--- config.mk ---
export PLATFORM = sky130hd
export DESIGN_NAME = operand_entry_fsm
export DESIGN_NICKNAME = d
export VERILOG_FILES = /design/src/rtl/operand_entry_fsm.sv
export SDC_FILE = /design/constraint.sdc
export NUM_CORES = 1
export LEC_CHECK = 0
export CAP_MARGIN = 25
export CORE_MARGIN = 2
export CORE_UTILIZATION = 49
export CTS_CLUSTER_SIZE = 12
export DETAILED_ROUTE_END_ITERATION = 10
export GPL_ROUTABILITY_DRIVEN = 0
export PLACE_DENSITY_LB_ADDON = 0.08
export SYNTH_ARGS = -nofsm -noshare
export SYNTH_HDL_FRONTEND = slang
export SYNTH_SLANG_ARGS = --single-unit
--- constraint.sdc ---
create_clock -name in_clk -period 1.8 [get_ports in_clk]
set_input_delay 0.36 -clock in_clk [delete_from_list [all_inputs] [get_ports in_clk]]
set_output_delay 0.36 -clock in_clk [all_outputs]
set_load 0.02 [all_outputs]
--- src/rtl/operand_entry_fsm.sv ---
// operand_entry_fsm: button-driven operand capture for the ALU front panel.
// Optional HOLD_REPEAT_EN macro adds auto-repeat on a held inc/dec button.
module operand_entry_fsm #(
    parameter int WIDTH         = 4,
    parameter int NUM_OPS       = 2,
    parameter int REPEAT_DELAY  = 25_000_000,
    parameter int REPEAT_PERIOD = 5_000_000,
    localparam int SEL_W = (NUM_OPS > 1) ? $clog2(NUM_OPS) : 1
) (
    input  logic                     in_clk,
    input  logic                     reset,
    input  logic                     inc_btn,
    input  logic                     dec_btn,
    input  logic                     save_btn,
    input  logic                     clear_btn,
    input  logic [SEL_W:0]           ops_needed,
    output logic [NUM_OPS*WIDTH-1:0] operands,
    output logic [SEL_W-1:0]         sel,
    output logic                     valid,
    output logic                     done,
    output logic                     btn_led
);
    typedef enum logic {S_ENTRY, S_DONE} state_t;

    localparam logic [SEL_W:0] NUM_OPS_W = NUM_OPS[SEL_W:0];

    state_t           state_q, state_d;
    logic [WIDTH-1:0] ops_q [NUM_OPS];
    logic [WIDTH-1:0] ops_d [NUM_OPS];
    logic [SEL_W-1:0] sel_q, sel_d;
    logic             done_q, done_d;
    logic             inc_q, dec_q, save_q, clear_q, led_q;
    logic             inc_p, dec_p, save_p, clear_p;
    logic [SEL_W:0]   n_eff;
    logic             last_slot;
    logic             step_up, step_dn;
    logic             rep_up, rep_dn;

    assign inc_p   = inc_btn & ~inc_q;
    assign dec_p   = dec_btn & ~dec_q;
    assign save_p  = save_btn & ~save_q;
    assign clear_p = clear_btn & ~clear_q;

    // Out-of-range requests fall back to the full slot count
    always_comb begin
        n_eff = ops_needed;
        if (ops_needed == '0 || ops_needed > NUM_OPS_W)
            n_eff = NUM_OPS_W;
    end

    assign last_slot = ({1'b0, sel_q} >= (n_eff - 1'b1));

`ifdef HOLD_REPEAT_EN
    localparam int CNT_MAX = (REPEAT_DELAY > REPEAT_PERIOD) ?
                             REPEAT_DELAY : REPEAT_PERIOD;
    localparam int CNT_W = $clog2(CNT_MAX + 1);
    localparam logic [CNT_W-1:0] DELAY_C  = CNT_W'(REPEAT_DELAY);
    localparam logic [CNT_W-1:0] PERIOD_C = CNT_W'(REPEAT_PERIOD);

    logic [CNT_W-1:0] cnt_q, cnt_d;
    logic             rpt_q, rpt_d;
    logic             alone;

    // cnt holds the number of held cycles since the press or last repeat
    always_comb begin
        cnt_d  = '0;
        rpt_d  = 1'b0;
        rep_up = 1'b0;
        rep_dn = 1'b0;
        alone  = ~(save_btn | clear_btn) & (inc_btn ^ dec_btn);
        if (state_q == S_ENTRY && alone) begin
            if (inc_p | dec_p) begin
                cnt_d = CNT_W'(1);
            end else if (cnt_q != '0) begin
                if (cnt_q == (rpt_q ? PERIOD_C : DELAY_C)) begin
                    cnt_d  = CNT_W'(1);
                    rpt_d  = 1'b1;
                    rep_up = inc_btn;
                    rep_dn = dec_btn;
                end else begin
                    cnt_d = cnt_q + 1'b1;
                    rpt_d = rpt_q;
                end
            end
        end
    end

    always_ff @(posedge in_clk) begin
        if (reset) begin
            cnt_q <= '0;
            rpt_q <= 1'b0;
        end else begin
            cnt_q <= cnt_d;
            rpt_q <= rpt_d;
        end
    end
`else
    assign rep_up = 1'b0;
    assign rep_dn = 1'b0;
`endif

    always_comb begin
        state_d = state_q;
        sel_d   = sel_q;
        ops_d   = ops_q;
        done_d  = 1'b0;
        step_up = 1'b0;
        step_dn = 1'b0;
        if (clear_p) begin
            for (int i = 0; i < NUM_OPS; i++) ops_d[i] = '0;
            sel_d   = '0;
            state_d = S_ENTRY;
        end else if (save_p) begin
            unique case (state_q)
                S_ENTRY: begin
                    if (last_slot) begin
                        state_d = S_DONE;
                        done_d  = 1'b1;
                    end else begin
                        sel_d = sel_q + 1'b1;
                    end
                end
                S_DONE: begin
                    sel_d   = '0;
                    state_d = S_ENTRY;
                end
                default: state_d = S_ENTRY;
            endcase
        end else if (state_q == S_ENTRY) begin
            step_up = (inc_p & ~dec_p) | rep_up;
            step_dn = (dec_p & ~inc_p) | rep_dn;
        end
        if (step_up) ops_d[sel_q] = ops_q[sel_q] + 1'b1;
        if (step_dn) ops_d[sel_q] = ops_q[sel_q] - 1'b1;
    end

    always_ff @(posedge in_clk) begin
        if (reset) begin
            state_q <= S_ENTRY;
            sel_q   <= '0;
            done_q  <= 1'b0;
            inc_q   <= 1'b0;
            dec_q   <= 1'b0;
            save_q  <= 1'b0;
            clear_q <= 1'b0;
            led_q   <= 1'b0;
            for (int i = 0; i < NUM_OPS; i++) ops_q[i] <= '0;
        end else begin
            state_q <= state_d;
            sel_q   <= sel_d;
            done_q  <= done_d;
            inc_q   <= inc_btn;
            dec_q   <= dec_btn;
            save_q  <= save_btn;
            clear_q <= clear_btn;
            led_q   <= inc_btn | dec_btn | save_btn | clear_btn;
            ops_q   <= ops_d;
        end
    end

    for (genvar g = 0; g < NUM_OPS; g++) begin : g_ops
        assign operands[g*WIDTH +: WIDTH] = ops_q[g];
    end

    assign sel     = sel_q;
    assign valid   = (state_q == S_DONE);
    assign done    = done_q;
    assign btn_led = led_q;
endmodule

==> results.md <==
- Buf+Inv Stages, Crit Path: 1
- Critical-path top delay cell: dfxtp_2
- Most common cell after layout, fill and taps aside: buf_4
- Largest family of logic cells by synthesized area: simple AND/OR/NAND/NOR gates
- Slew Viols, Final: 0
- Clk buf depth: 2
- Setup TNS: 0 ns
- GRT Max-Usage Layer: met2
- CP startpoint: sel
- Antenna violations before repair: 0
- Hold-fix buffers, CTS: 0
- Sequential fraction of the synthesis area: 0.349
- GRT met3 Usage: 0.0615
- R2R Path End: operands[2]
- Cts bufs inserted: 3
- Global route total overflow: 0
- CTS tree: yes
- Post-Syn Nets: 108
- Avg Inst Size Synth: 9.45 sq um
- Initial Utilization: 0.525
- Max incr delay on CP: 0.42 ns
- Cell Area, Synth: 917 sq um
- Commonest cells after routing, fill and taps aside: buf_4, clkdlybuf4s50_1, dfxtp_1
- R2R Path Start: sel
- CP Capture Type: flop
- Worst slew pin tran: 0.285 ns
- Total global-route track usage: 0.220
- RSZ-0062 raised after global routing: yes
- CTS Sinks: 16
- CP required: 1.99 ns
- Core box area: 1750 sq um
- Outcome: complete, no violations
- First-pass GRT wire length: 3300 um
- Clk_lat worst skew: 0.29 ns
- Worst hold stages: 2
- Crit start category: flop
- Root Driver: clkbuf_4
- Via density per instance: 5.23
- Synth Flop Type: dfxtp_1
- DR vias: 837
- DPL Wire Length: 1580 um
- Fillers: 150
- Largest net degree at the start of global routing: 17
- Final Hold Fails: 0
- Hold EP: operands[3]
- Yosys Warn Count: 0
- Die height: 47.3 um
- Starting DRC count in detailed routing: 12
- Mapped Cells: 97
- LEAKAGE: 0.530 nW
- Asr flop ratio synth: 0
- Setup-failing EPs final: 0
- Final period utilization: 0.964
- Pwr dens: 620 nW/um^2
- Post-DRT Antenna Nets: 0
- Fmax: 576 MHz
- Compound-Gate Fraction of Synth Area: 0.176
- Reg2Reg Depth: 7
- DRT Wirelength: 1970 um
- Pwr Total: 0.000800 W
- Adder-cell share of the synthesized area: 0.0409
- # rows: 15
- DR DRC count: 0
- Critical path's top delay family: compound AO/OA/AOI/OAI gates
- CP Class: reg -> reg
- Crit Path Max Fanout: 8
- Cell variety after synth: 37
- Clk_skew: 0.00690 ns
- R2R Setup Slk: 0.06 ns
- Die ar.: 2230 sq um
- Post-DR wirelength/cell: 12.3 um
- Number of H-tree levels: 1
- Drt pass-1 iters: 4
- Post-synthesis register bit count: 16
- Hold Worst Slack: 0.524 ns
- Met1 GRT Util: 0.222
- Share of cells above drive strength 1: 0.281
- Area grow syn2layout: 40.8%
- Clock-pin transition on the worst setup and hold timing paths: 0.09 ns
- Post-synthesis xor/xnor area fraction: 0.0286
- EDFF count, synth: 0
- Final net count: 148
- Die Wd: 47.3 um
- Multiplexer share of the synthesized area: 0.0614
- Max_cap viols: 0
- Antenna fix cells: 0
- Boundary Pins: 20
- Post-CTS Setup Bufs: 0
- Worst vdd ir: 0.000486 V
- Simple-gate area share of the yosys netlist: 0.307
- Port-buffer cells: 19
- Fin crit period: 1.74 ns
- Hold Startpoint: operands[3]
- Worst min-delay path class: reg -> reg
- Critical path cell sequence: nor2b_1, a21oi_1, inv_1, ha_1, xnor2_1, o22ai_1, a221oi_1
- Number of global-route vias before repair: 808
- Relative slew slack: 0.805
- Met2 Usage GRT: 0.397
- Crit path DAT: 1.93 ns
-- state kept, by name, indices dropped and copies added, names as in the netlist --
| name | flops |
|---|---|
| dec_q | 1 |
| operands | 8 |
| sel | 1 |
| btn_led | 1 |
| done | 1 |
| inc_q | 1 |
| valid | 1 |
| save_q | 1 |
| clear_q | 1 |
-- layout make-up --
type	instances	area, sq um	area share
clock buffers	3	22.5	0.0174
flip-flops and latches	16	323	0.250
repair buffers	38	337	0.261
inverters	4	15.0	0.0116
multi-input cells	74	563	0.436
well taps	25	31.3	0.0242
-- worst reg2reg max path, stage by stage (launching register included) --
cell and delay, ns:
dfxtp_2 0.42, nor2b_1 0.09, a21oi_1 0.18, inv_1 0.07, ha_1 0.21, xnor2_1 0.21, o22ai_1 0.13, a221oi_1 0.33
-- logic make-up after synthesis --
| kind of cell | Yosys count |
|---|---|
| simple gates | 43 |
| mux | 5 |
| xor+xnor | 3 |
| flops | 16 |
| fa+ha+maj | 3 |
| compound gates | 20 |
| buf+inv | 7 |
-- cell usage after synthesis, types with 2 or more instances --
cell      instances  area [sq um]
a21oi_1           3          15.0
a221oi_1          2          17.5
a221oi_2          2          30.0
a32oi_1           2          17.5
clkbuf_1          2          7.51
dfxtp_1          16           320
ha_1              3          37.5
inv_1             3          11.3
mux2_1            2          22.5
mux2i_1           2          20.0
nand2_1           8          30.0
nand2b_1          5          31.3
nand3_1           2          10.0
nor2_1            8          30.0
nor2b_1           7          43.8
nor3_1            4          20.0
nor4_4            3          63.8
o21ai_1           2          10.0
xnor2_1           3          26.3
-- repair_timing --
item	4_1_cts	5_1_grt
resized for setup	3	2
gates cloned	0	0
setup endpoints to repair	4	3
-- worst max path at each step --
stage	endpoint	slack, ns	cells after the start
global route	operands[2]	-0.006	6
floorplan	operands[7]	0.12	6
finish	operands[2]	0.06	7
global placement	operands[0]	-0.11	6
detailed placement	operands[5]	-0.11	7
CTS	operands[0]	0.03	1
-- stage by stage --
| stage | area, sq um | utilization | setup WS [ns] | cells |
|---|---|---|---|---|
| finish | 1290 | 0.740 | 0.0642 | 160 |
| global route | 1290 | 0.740 | -0.00557 | 160 |
| detailed placement | 1260 | 0.723 | -0.112 | 157 |
| global placement | 1260 | 0.723 | -0.113 | 157 |
| floorplan | 917 | - | 0.117 | 97 |
| CTS | 1290 | 0.737 | 0.0251 | 160 |
-- report_power, final --
part | switching [W] | internal, W
sequential | 0.0000166 | 0.000370
clock | 0.000109 | 0.0000778
combinational | 0.000106 | 0.000120
total | 0.000232 | 0.000569
-- metal layers --
layer	vias to the layer above	part of all wire
met3	4	0.034
met4	0	0.023
li1	428	-
met5	-	0
met1	385	0.41
met2	20	0.53
(Power assumes the default switching activity.)
